`src/rtl/farm_sensor_qualifier.sv`:
```
// farm_sensor_qualifier
//   Conditions the farm-road loop detector before it reaches the traffic_light
//   controller. The raw detector is synchronised, debounced, latched as a
//   request that is held until the farm road has been served, and counted as
//   vehicle arrivals with a saturating counter.
//
// Ports
//   clk_i         system clock, rising edge
//   rst_i         synchronous active-high reset, overrides every other input
//   sensor_raw_i  asynchronous loop-detector output, 1 = vehicle present
//   farm_green_i  1 while traffic_light drives the farm light GREEN
//   count_clr_i   synchronous clear of the arrival counter
//   sensor_o      qualified vehicle request, drives traffic_light.sensor
//   veh_count_o   debounced arrival count, saturating at all ones
//   veh_sat_o     1 when veh_count_o is all ones
module farm_sensor_qualifier #(
    parameter int DEBOUNCE_CYCLES = 16,
    parameter int GAP_CYCLES      = 50,
    parameter int CNT_W           = 8
) (
    input  logic             clk_i,
    input  logic             rst_i,
    input  logic             sensor_raw_i,
    input  logic             farm_green_i,
    input  logic             count_clr_i,
    output logic             sensor_o,
    output logic [CNT_W-1:0] veh_count_o,
    output logic             veh_sat_o
);

    localparam int STAB_W = $clog2(DEBOUNCE_CYCLES + 1);
    localparam int GAP_W  = $clog2(GAP_CYCLES + 1);

    // A counter "reaches" its limit on the edge where it would step to it,
    // so the comparison is against limit-1 on the current value.
    localparam logic [STAB_W-1:0] STAB_LAST = STAB_W'(DEBOUNCE_CYCLES - 1);
    localparam logic [GAP_W-1:0]  GAP_LAST  = GAP_W'(GAP_CYCLES - 1);

    typedef enum logic [1:0] {
        IDLE  = 2'b00,
        REQ   = 2'b01,
        SERVE = 2'b10
    } state_t;

    function automatic logic [CNT_W-1:0] sat_inc(input logic [CNT_W-1:0] v);
        return (&v) ? v : v + CNT_W'(1);
    endfunction

    logic              sync1_q;
    logic              s2_q;
    logic              deb_q, deb_d;
    logic              deb_dly_q;
    logic [STAB_W-1:0] stab_q, stab_d;
    logic [GAP_W-1:0]  gap_q, gap_d;
    state_t            state_q, state_d;
    logic              sensor_q;
    logic [CNT_W-1:0]  cnt_q, cnt_d;
    logic              arrival;

    // Debounce: deb follows s2 only after s2 has disagreed with it on
    // DEBOUNCE_CYCLES consecutive edges; any agreement restarts the count.
    always_comb begin
        deb_d  = deb_q;
        stab_d = '0;
        if (s2_q != deb_q) begin
            if (stab_q == STAB_LAST) begin
                deb_d = s2_q;
            end else begin
                stab_d = stab_q + STAB_W'(1);
            end
        end
    end

    // Arrival is registered one edge after the debounced rise.
    assign arrival = deb_q & ~deb_dly_q;

    always_comb begin
        cnt_d = cnt_q;
        if (count_clr_i) begin
            cnt_d = '0;
        end else if (arrival) begin
            cnt_d = sat_inc(cnt_q);
        end
    end

    // Request FSM. Once a vehicle is seen the request is held through REQ
    // regardless of deb; only service (gap expiry or green ending with no
    // vehicle) returns to IDLE. The gap counter is zero outside SERVE so it
    // is already clear on every SERVE entry.
    always_comb begin
        state_d = IDLE;
        gap_d   = '0;
        case (state_q)
            IDLE: begin
                state_d = deb_q ? REQ : IDLE;
            end
            REQ: begin
                state_d = farm_green_i ? SERVE : REQ;
            end
            SERVE: begin
                if (!farm_green_i) begin
                    state_d = deb_q ? REQ : IDLE;
                end else if (deb_q) begin
                    state_d = SERVE;
                end else if (gap_q == GAP_LAST) begin
                    state_d = IDLE;
                end else begin
                    state_d = SERVE;
                    gap_d   = gap_q + GAP_W'(1);
                end
            end
            default: begin
                state_d = IDLE;
            end
        endcase
    end

    always_ff @(posedge clk_i) begin
        if (rst_i) begin
            sync1_q   <= 1'b0;
            s2_q      <= 1'b0;
            deb_q     <= 1'b0;
            deb_dly_q <= 1'b0;
            stab_q    <= '0;
            gap_q     <= '0;
            state_q   <= IDLE;
            sensor_q  <= 1'b0;
            cnt_q     <= '0;
        end else begin
            sync1_q   <= sensor_raw_i;
            s2_q      <= sync1_q;
            deb_q     <= deb_d;
            deb_dly_q <= deb_q;
            stab_q    <= stab_d;
            gap_q     <= gap_d;
            state_q   <= state_d;
            // Decoded from the next state so the request appears on the
            // same edge the FSM leaves IDLE.
            sensor_q  <= (state_d != IDLE);
            cnt_q     <= cnt_d;
        end
    end

    assign sensor_o    = sensor_q;
    assign veh_count_o = cnt_q;
    assign veh_sat_o   = &cnt_q;

endmodule

```
`config.mk`:
```
export PLATFORM = sky130hd
export DESIGN_NAME = farm_sensor_qualifier
export DESIGN_NICKNAME = d
export VERILOG_FILES = /design/src/rtl/farm_sensor_qualifier.sv
export SDC_FILE = /design/constraint.sdc
export NUM_CORES = 1
export LEC_CHECK = 0
export BUFFER_PORTS_ARGS = -buffer_cell sky130_fd_sc_hd__buf_2
export CORE_MARGIN = 4
export CORE_UTILIZATION = 48
export CTS_BUF_LIST = sky130_fd_sc_hd__clkbuf_2
export DETAILED_ROUTE_END_ITERATION = 8
export PLACE_DENSITY = 0.7
export SYNTH_ARGS = -nofsm -noshare
export SYNTH_HDL_FRONTEND = slang
export SYNTH_SLANG_ARGS = --single-unit
```
`constraint.sdc`:
```
create_clock -name clk_i -period 2 [get_ports clk_i]
set_input_delay 0.2 -clock clk_i [delete_from_list [all_inputs] [get_ports clk_i]]
set_output_delay 0.2 -clock clk_i [all_outputs]
set_load 0.01 [all_outputs]
```
==> results of run 1 <==
## synth_stat cells
master and n:
a211oi_1 2, or3_1 1, nor2_1 24, and2_1 1
o2111ai_1 1, nor4b_4 1, and3_1 3, xor2_1 7
a2111oi_4 1, xnor2_1 7, nand4b_4 1, nand2_1 3
buf_4 1, dfxtp_1 26, clkbuf_1 1, o211ai_1 3
and3_4 1, buf_2 1, ha_1 5, nand3_1 4
o21ai_2 1, inv_1 5, nor2b_1 3, a31oi_1 1
nor4_1 1, a311oi_1 1, nand4_1 1, or2_2 1
and2b_1 1, nand4_4 1, nand3_2 1, a21oi_1 1
mux2i_1 2, nand2b_1 2
## metal layers
metal  part of all wire  vias up  GRT usage  wire length, um
li1                   -      422          -                -
met1               0.46      401     0.1577              879
met2               0.48       16     0.2104              906
met3              0.056        2    0.03167              106
met4             0.0073        0    0.05960               14
met5                  0        -          0                0
## worst max-delay path: cells and delay by family, from the launching register on
kind,cells,cell delay (ns)
buffers and inverters,1,0.14
AND/OR/NAND/NOR,2,0.29
adder cells (fa/ha/maj),1,0.38
flip-flops,1,0.50
## stage by stage
| stage | utilization | power [mW] | cells | setup WS, ns | hold WS (ns) |
|---|---|---|---|---|---|
| 2_1_floorplan | - | 0.5421 | 116 | 0.4643 | 0.3282 |
| 3_3_place_gp | 0.5555 | 0.5471 | 155 | 0.4266 | 0.4154 |
| 3_5_place_dp | 0.5555 | 0.5475 | 155 | 0.3904 | 0.4296 |
| 4_1_cts | 0.5638 | 0.7331 | 159 | 0.1188 | 0.05158 |
| 5_1_grt | 0.5638 | 0.7545 | 159 | 0.007119 | 0.06179 |
| 6_report | 0.5638 | 0.7228 | 159 | 0.1617 | 0.07140 |
## kinds of logic after synthesis
family | Yosys count | synth area share
and+or+nand+nor | 50 | 0.2581
DFF | 26 | 0.4473
xor gates and xnor gates | 14 | 0.1054
AOI/OAI and AO/OA | 11 | 0.08817
buffers and inverters | 8 | 0.03010
adders and majority gates | 5 | 0.05376
muxes | 2 | 0.01720
## path summary, 6_finish.rpt
kind                                     start        endpoint  slack, ns  cells past startpoint
worst max register to register  veh_count_o[0]  veh_count_o[6]       0.37                      5
worst min register to register       stab_q[0]       stab_q[0]       0.46                      1
worst min-delay path              sensor_raw_i         sync1_q       0.07                      2
worst max-delay path            veh_count_o[0]       veh_sat_o       0.16                      4
## power by group through the flow
stage | Clock [mW] | Combinational (mW) | Sequential [mW]
2_1_floorplan | 0 | 0.00932 | 0.533
3_3_place_gp | 0 | 0.0142 | 0.533
3_5_place_dp | 0 | 0.0144 | 0.533
4_1_cts | 0.195 | 0.0144 | 0.523
5_1_grt | 0.214 | 0.0164 | 0.524
6_report | 0.185 | 0.0143 | 0.523
## final cells by class
cell class                 instances  area, um2
multi-input combinational         82      608.1
clock inverter                     1      3.754
sequential                        26      520.5
inverter                           5      18.77
fill                             225      983.4
timing repair buffer              14      70.07
clock buffer                       3      15.01
tap                               28      35.03
## state kept, by name (all words and copies together), names as in the netlist
name	count
veh_count_o	8
gap_q	6
stab_q	5
state_q	2
deb_dly_q	1
deb_q	1
s2_q	1
sensor_o	1
sync1_q	1
==> flow_summary.json, run 1 <==
{
  "min_period_over_period": 0.9192,
  "cp_max_fo": 5,
  "drv_slew": 0,
  "diodes": 0,
  "critical_path_required_ns": 1.80,
  "path_cells": "ha_1 -> nand4_4 -> nor2_1 -> buf_2",
  "boundaryPins": 15,
  "grt.overflow.total": 0,
  "port_buffers": 14,
  "root_buffer": "clkbuf_2",
  "path_class": "flip-flop to primary output",
  "cts_sinks": 26,
  "setup_violations": 0,
  "slowest_delay_ns": 0.50,
  "row_count": 17,
  "hpwl_um": 1465,
  "fin_skew_ns": 0.007036,
  "synth_top_cell_area_share": 0.4473,
  "synth_area_leader_cell": "dfxtp_1",
  "wl_per_cell_um": 11.99,
  "dr.pass1.iters": 4,
  "die_area_um2": 3276,
  "switching_share": 0.2094,
  "power_leakage_nw": 0.5212,
  "status": "completed",
  "synth_seq_cells": 26,
  "mostFrequentLayoutCells": "dfxtp_1 (26), nor2_1 (24), buf_2 (14)",
  "syn_nets": 126,
  "synthTopCellsByArea": "dfxtp_1 (45%), nor2_1 (7.7%), ha_1 (5.4%), xnor2_1 (5.3%), xor2_1 (5.3%)",
  "clockBufferDepth": 2,
  "holdCritPathClass": "input pin to flip-flop",
  "syn_area_per_cell_um2": 10.03,
  "vias_per_cell": 5.289,
  "grt_pass1_wl_um": 3374,
  "ir_drop_mv": 0.4000,
  "pwr-share-clk": 0.257,
  "end_kind": "primary output",
  "p_per_area_nw_per_um2": 568.6,
  "fp.coreArea_um2": 2255,
  "drive_above_1_share": 0.1908,
  "cts.repair.resized": 0,
  "cts_buffers": 3,
  "drc": 0,
  "grt_max_degree": 15,
  "place_area_um2": 1252,
  "antenna_found_initial": 0,
  "design_area_um2": 1271,
  "grt_usage": 0.1283,
  "worstPathArrival_ns": 1.64,
  "via_count": 841,
  "grt_pass1_vias": 806,
  "start_util": 0.5161,
  "clkSlewWorstSetupHoldPaths_ns": 0.22,
  "drt_iter0_markers": 31,
  "cts_max_level": 1,
  "worst_slew_pin_slew_ns": 0.3586,
  "rsz0062_at_grt": "no",
  "synth_area_um2": 1164,
  "cts_tree": "built",
  "hold_violations": 0,
  "p_sw_uw": 151.3,
  "finalNetCount": 142,
  "max_freq_ghz": 0.5440,
  "final_common_cell": "dfxtp_1",
  "gp_congestion": 0.7511,
  "ys_seq_area_frac": 0.4473,
  "ys_warn_count": 0,
  "syn_to_final_growth_pct": 9.247,
  "worst_slew_margin_rel": 0.7606,
  "clkLatencyLatePin_ns": 0.33,
  "cts_hold_buf": 0,
  "fp.dieH_um": 57.24,
  "pwr-share-seq": 0.724,
  "final_antenna_net_count": 0,
  "drv_cap": 0,
  "ys_types": 34,
  "syn_inst": 116,
  "routed_wl_um": 1907,
  "period_minus_slack_ns": 1.838,
  "finalSetupTns_ns": 0,
  "post_cts_buffers": 0,
  "start_kind": "flip-flop",
  "p_int_uw": 571.5,
  "die_w_um": 57.24,
  "critPathSlowestCell": "dfxtp_1",
  "comb_power_share": 0.020
}
Power figures use the tool's default switching activity.
==> run 2, diff against run 1 <==
--- a/config.mk
+++ b/config.mk
@@ -5,6 +5,7 @@
 export SDC_FILE = /design/constraint.sdc
 export NUM_CORES = 1
 export LEC_CHECK = 0
+export ABC_AREA = 1
 export BUFFER_PORTS_ARGS = -buffer_cell sky130_fd_sc_hd__buf_2
 export CORE_MARGIN = 4
 export CORE_UTILIZATION = 48
==> flow_summary.json, run 2 <==
{
  "status": "completed",
  "die_area_um2": 3273,
  "async_flop_share": 0,
  "dp_cells": 195,
  "cts.repair.resized": 0,
  "yosysMostFrequentCell": "nand2_1",
  "die_w_um": 57.21,
  "grt_usage": 0.1318,
  "syn_area_per_cell_um2": 7.597,
  "diodes": 0,
  "syn_nets": 163,
  "synth_area_leader_cell": "dfxtp_1",
  "synth_top_cell_area_share": 0.4478,
  "end_kind": "primary output",
  "fp.dieH_um": 57.21,
  "ir_drop_mv": 0.4141,
  "grt_pass1_wl_um": 3477,
  "drt_iter0_markers": 30,
  "setup_violations": 0,
  "port_buffers": 14,
  "cts_tree": "built",
  "finalSetupTns_ns": 0,
  "antenna_found_initial": 0,
  "finalNetCount": 182,
  "drc": 0,
  "rsz0062_at_grt": "no",
  "grt_max_degree": 14,
  "grt_pass1_vias": 864,
  "start_kind": "flip-flop",
  "hpwl_um": 1549,
  "boundaryPins": 15,
  "total_power_uw": 729.4,
  "clockBufferDepth": 2,
  "cp_max_fo": 5,
  "root_buffer": "clkbuf_2",
  "ys_types": 19,
  "vias_per_cell": 4.884,
  "routed_wl_um": 1971,
  "ys_seq_area_frac": 0.4478,
  "grt.overflow.total": 0,
  "largest_reg_flops": 8,
  "cts_hold_buf": 0,
  "ys_warn_count": 0,
  "layout.cells.non_filler": 198,
  "drive_above_1_share": 0.1529,
  "clkLatencyLatePin_ns": 0.33,
  "via_count": 967,
  "slowest_delay_ns": 0.45,
  "ys_top_cells_by_count": "nand2_1 (28), dfxtp_1 (26), nor2_1 (26), inv_1 (24), nand3_1 (10)",
  "mostFrequentLayoutCells": "nand2_1 (28), nor2_1 (26), dfxtp_1 (26)",
  "p_per_area_nw_per_um2": 568.7,
  "hold_violations": 0,
  "drv_slew": 0,
  "worst_slew_pin_slew_ns": 0.4011,
  "synthTopCellsByArea": "dfxtp_1 (45%), nand2_1 (9.0%), nor2_1 (8.4%), inv_1 (7.8%), ha_1 (5.4%)",
  "holdCritPathClass": "input pin to flip-flop",
  "synthFlopType": "dfxtp_1",
  "synth_seq_cells": 26,
  "final_common_cell": "nand2_1",
  "final_antenna_net_count": 0,
  "cts_max_level": 1,
  "syn_to_final_growth_pct": 10.33,
  "critPathSlowestCell": "dfxtp_1",
  "syn_inst": 153,
  "dr.pass1.iters": 4,
  "worst_slew_margin_rel": 0.7314,
  "cts_buffers": 3,
  "start_util": 0.5155,
  "max_freq_ghz": 0.5839,
  "critical_path_required_ns": 1.80,
  "crit_family": "flip-flops",
  "synth_edf_count": 0,
  "path_cells": "ha_1 -> nand2_2 -> nor2_4 -> nand2_4 -> inv_1 -> buf_2",
  "fp.coreArea_um2": 2255,
  "min_period_over_period": 0.8563,
  "cts_sinks": 26,
  "clkSlewWorstSetupHoldPaths_ns": 0.23,
  "gp_congestion": 0.7551,
  "post_cts_buffers": 0,
  "synth_area_um2": 1162,
  "power_leakage_nw": 0.5677,
  "period_minus_slack_ns": 1.713,
  "wl_per_cell_um": 9.955,
  "worstPathArrival_ns": 1.51,
  "drv_cap": 0,
  "fin_skew_ns": 0.0008150,
  "row_count": 17,
  "path_buf_inv": 2,
  "path_class": "flip-flop to primary output"
}
==> run 2: cell type report <==
cell class,count,area [um2]
Sequential cell,26,520.5
Multi-Input combinational cell,101,544.3
Timing Repair Buffer,14,70.07
Inverter,26,97.59
Tap cell,28,35.03
Fill cell,217,972.2
Clock buffer,3,15.01
==> run 2: logic make-up after synthesis <==
family | after synthesis | synth area share
AOI/OAI and AO/OA | 15 | 0.07104
xor gates and xnor gates | 5 | 0.03767
adders and majority gates | 5 | 0.05382
buffers and inverters | 26 | 0.08397
DFF | 26 | 0.4478
and+or+nand+nor | 76 | 0.3057
==> run 2: metal layers <==
| layer | track usage | share of wire | vias to the layer above |
|---|---|---|---|
| li1 | - | - | 510 |
| met1 | 0.1613 | 0.49 | 438 |
| met2 | 0.2235 | 0.45 | 17 |
| met3 | 0.02489 | 0.047 | 2 |
| met4 | 0.05960 | 0.0086 | 0 |
| met5 | 0 | 0 | - |
==> run 2: worst paths after layout <==
check	end	cells past startpoint	from	slack, ns
max	veh_sat_o	6	veh_count_o[1]	0.29
min	sync1_q	3	sensor_raw_i	0.03
max reg2reg	stab_q[2]	7	stab_q[0]	0.50
min reg2reg	s2_q	2	sync1_q	0.42
==> run 2: worst register-to-register path: stages (launching register included) <==
cell and delay [ns]:
dfxtp_1 0.39, ha_1 0.21, nand2_1 0.09, nor2_1 0.05
ha_1 0.20, a21oi_1 0.12, o211ai_1 0.18, nor3b_1 0.21
==> run 2: power by group <==
group / switching, mW / internal [mW]
Sequential: 0.00137 / 0.522
Clock: 0.149 / 0.0408
Combinational: 0.0104 / 0.00595
Total: 0.161 / 0.569
==> run 2: metrics by stage <==
step / hold slack (ns) / setup slack [ns] / util / instance area (um2)
floorplan: 0.2712 / 0.6803 / - / 1162
global placement: 0.3950 / 0.6214 / 0.5622 / 1267
detailed placement: 0.4018 / 0.5330 / 0.5622 / 1267
CTS: 0.01616 / 0.2690 / 0.5688 / 1282
global route: 0.01707 / 0.1248 / 0.5688 / 1282
finish: 0.02757 / 0.2873 / 0.5688 / 1282
==> run 3, diff against run 2 <==
--- a/config.mk
+++ b/config.mk
@@ -12,6 +12,7 @@
 export CTS_BUF_LIST = sky130_fd_sc_hd__clkbuf_2
 export DETAILED_ROUTE_END_ITERATION = 8
 export PLACE_DENSITY = 0.7
+export RECOVER_POWER = 25
 export SYNTH_ARGS = -nofsm -noshare
 export SYNTH_HDL_FRONTEND = slang
 export SYNTH_SLANG_ARGS = --single-unit
==> flow_summary.json, run 3 (synthesized netlist as in run 2, its figures left out) <==
{
  "largest_reg_flops": 8,
  "critical_path_required_ns": 1.80,
  "final_common_cell": "nand2_1",
  "antenna_found_initial": 0,
  "p_per_area_nw_per_um2": 572.4,
  "worstHoldStart": "sensor_raw_i",
  "clockBufferDepth": 2,
  "cts.repair.resized": 0,
  "period_minus_slack_ns": 1.711,
  "final_antenna_net_count": 0,
  "fill_cells": 220,
  "fp.dieH_um": 57.21,
  "routed-wl-met3_um": 93,
  "r2r-end": "stab_q[2]",
  "r2r-start": "stab_q[0]",
  "gp_congestion": 0.7551,
  "start_kind": "flip-flop",
  "worst_slew_pin_slew_ns": 0.4024,
  "cts_buffers": 3,
  "hpwl_um": 1549,
  "dp_cells": 195,
  "fin_skew_ns": 0.001421,
  "rr_worst_depth": 7,
  "drt_iter0_markers": 29,
  "start_util": 0.5155,
  "boundaryPins": 15,
  "wl_met2_um": 890,
  "die_w_um": 57.21,
  "die_area_um2": 3273,
  "drive_above_1_share": 0.1118,
  "syn_to_final_growth_pct": 9.365,
  "grt.overflow.total": 0,
  "status": "completed",
  "cts_max_level": 1,
  "grt_pass1_wl_um": 3477,
  "drv_slew": 0,
  "drc": 0,
  "finalNetCount": 182,
  "via_count": 966,
  "clkLatencyLatePin_ns": 0.33,
  "power_leakage_nw": 0.5443,
  "min_to": "sync1_q",
  "max_freq_ghz": 0.5846,
  "wl_per_cell_um": 10.02,
  "rsz0062_at_grt": "no",
  "finalSetupTns_ns": 0,
  "worst_slew_margin_rel": 0.7305,
  "path_cells": "ha_1 -> nand2_2 -> nor2_4 -> nand2_4 -> inv_1 -> buf_2",
  "min_period_over_period": 0.8553,
  "critPathSlowestCell": "dfxtp_1",
  "holdCritPathClass": "input pin to flip-flop",
  "layout.cells.non_filler": 198,
  "fp.coreArea_um2": 2255,
  "reg2reg_slack_ns": 0.50,
  "slowest_delay_ns": 0.45,
  "grt_pass1_vias": 864,
  "vias_per_cell": 4.879,
  "routed_wl_um": 1983,
  "grt_max_degree": 14,
  "setup_violations": 0,
  "cp_max_fo": 5,
  "grt_usage": 0.1318,
  "mostFrequentLayoutCells": "nand2_1 (28), nor2_1 (26), dfxtp_1 (26)",
  "drv_cap": 0,
  "cts_tree": "built",
  "diodes": 0,
  "cts_sinks": 26,
  "worstPathArrival_ns": 1.51,
  "ir_drop_mv": 0.4128,
  "end_kind": "primary output",
  "hold_violations": 0,
  "dr.pass1.iters": 4,
  "path_class": "flip-flop to primary output",
  "port_buffers": 14,
  "min_delay_path_depth": 3,
  "root_buffer": "clkbuf_2",
  "row_count": 17,
  "cts_hold_buf": 0,
  "clkSlewWorstSetupHoldPaths_ns": 0.23,
  "wl_met1_um": 982,
  "dr.max_layer_used": "met4",
  "post_cts_buffers": 0
}
[run 3: cell count changes in the layout (fill, tap and decap cells not counted), sizes merged]
cell,change
buf,-5
clkbuf,+5
[run 3: area by class of cell]
class | instances | area [um2] | area share
Timing Repair Buffer | 14 | 63.81 | 0.05020
Clock buffer | 3 | 15.01 | 0.01181
Sequential cell | 26 | 520.5 | 0.4094
Multi-Input combinational cell | 101 | 539.3 | 0.4242
Tap cell | 28 | 35.03 | 0.02756
Inverter | 26 | 97.59 | 0.07677
[run 3: through the flow]
| step | setup WS (ns) | util | hold WS (ns) | cell area (um2) | power, mW |
|---|---|---|---|---|---|
| after floorplan | 0.6803 | - | 0.2712 | 1162 | 0.5413 |
| after global placement | 0.6214 | 0.5622 | 0.3950 | 1267 | 0.5489 |
| after detailed placement | 0.5330 | 0.5622 | 0.4018 | 1267 | 0.5496 |
| after CTS | 0.2690 | 0.5688 | 0.01616 | 1282 | 0.7361 |
| after global routing | 0.1248 | 0.5638 | 0.01707 | 1271 | 0.7565 |
| final | 0.2895 | 0.5638 | 0.02931 | 1271 | 0.7276 |
[run 3: worst max path at each step]
stage | start | endpoint | slack, ns | depth (start not counted)
after floorplan | stab_q[0] | stab_q[2] | 0.68 | 7
after global placement | stab_q[0] | stab_q[2] | 0.62 | 7
after detailed placement | stab_q[0] | stab_q[2] | 0.53 | 7
after CTS | veh_count_o[0] | veh_sat_o | 0.27 | 6
after global routing | veh_count_o[0] | veh_sat_o | 0.12 | 6
final | veh_count_o[1] | veh_sat_o | 0.29 | 6
[run 3: report_power, final]
group / internal [mW] / switching, mW / leakage (nW)
Combinational: 0.00563 / 0.0103 / 0.322
Sequential: 0.522 / 0.00138 / 0.210
Clock: 0.0408 / 0.147 / 0.0125
Total: 0.568 / 0.159 / 0.544
[run 3: routing by layer]
| metal | vias to the layer above | track usage |
|---|---|---|
| met1 | 438 | 0.1613 |
| met3 | 2 | 0.02489 |
| li1 | 509 | - |
| met5 | - | 0 |
| met4 | 0 | 0.05960 |
| met2 | 17 | 0.2235 |
[run 3: critical path, delay by kind of cell, from the launching register on]
kind	cells	cell delay (ns)
buffers and inverters	2	0.17
adders and majority gates	1	0.23
and+or+nand+nor	3	0.33
DFF	1	0.45
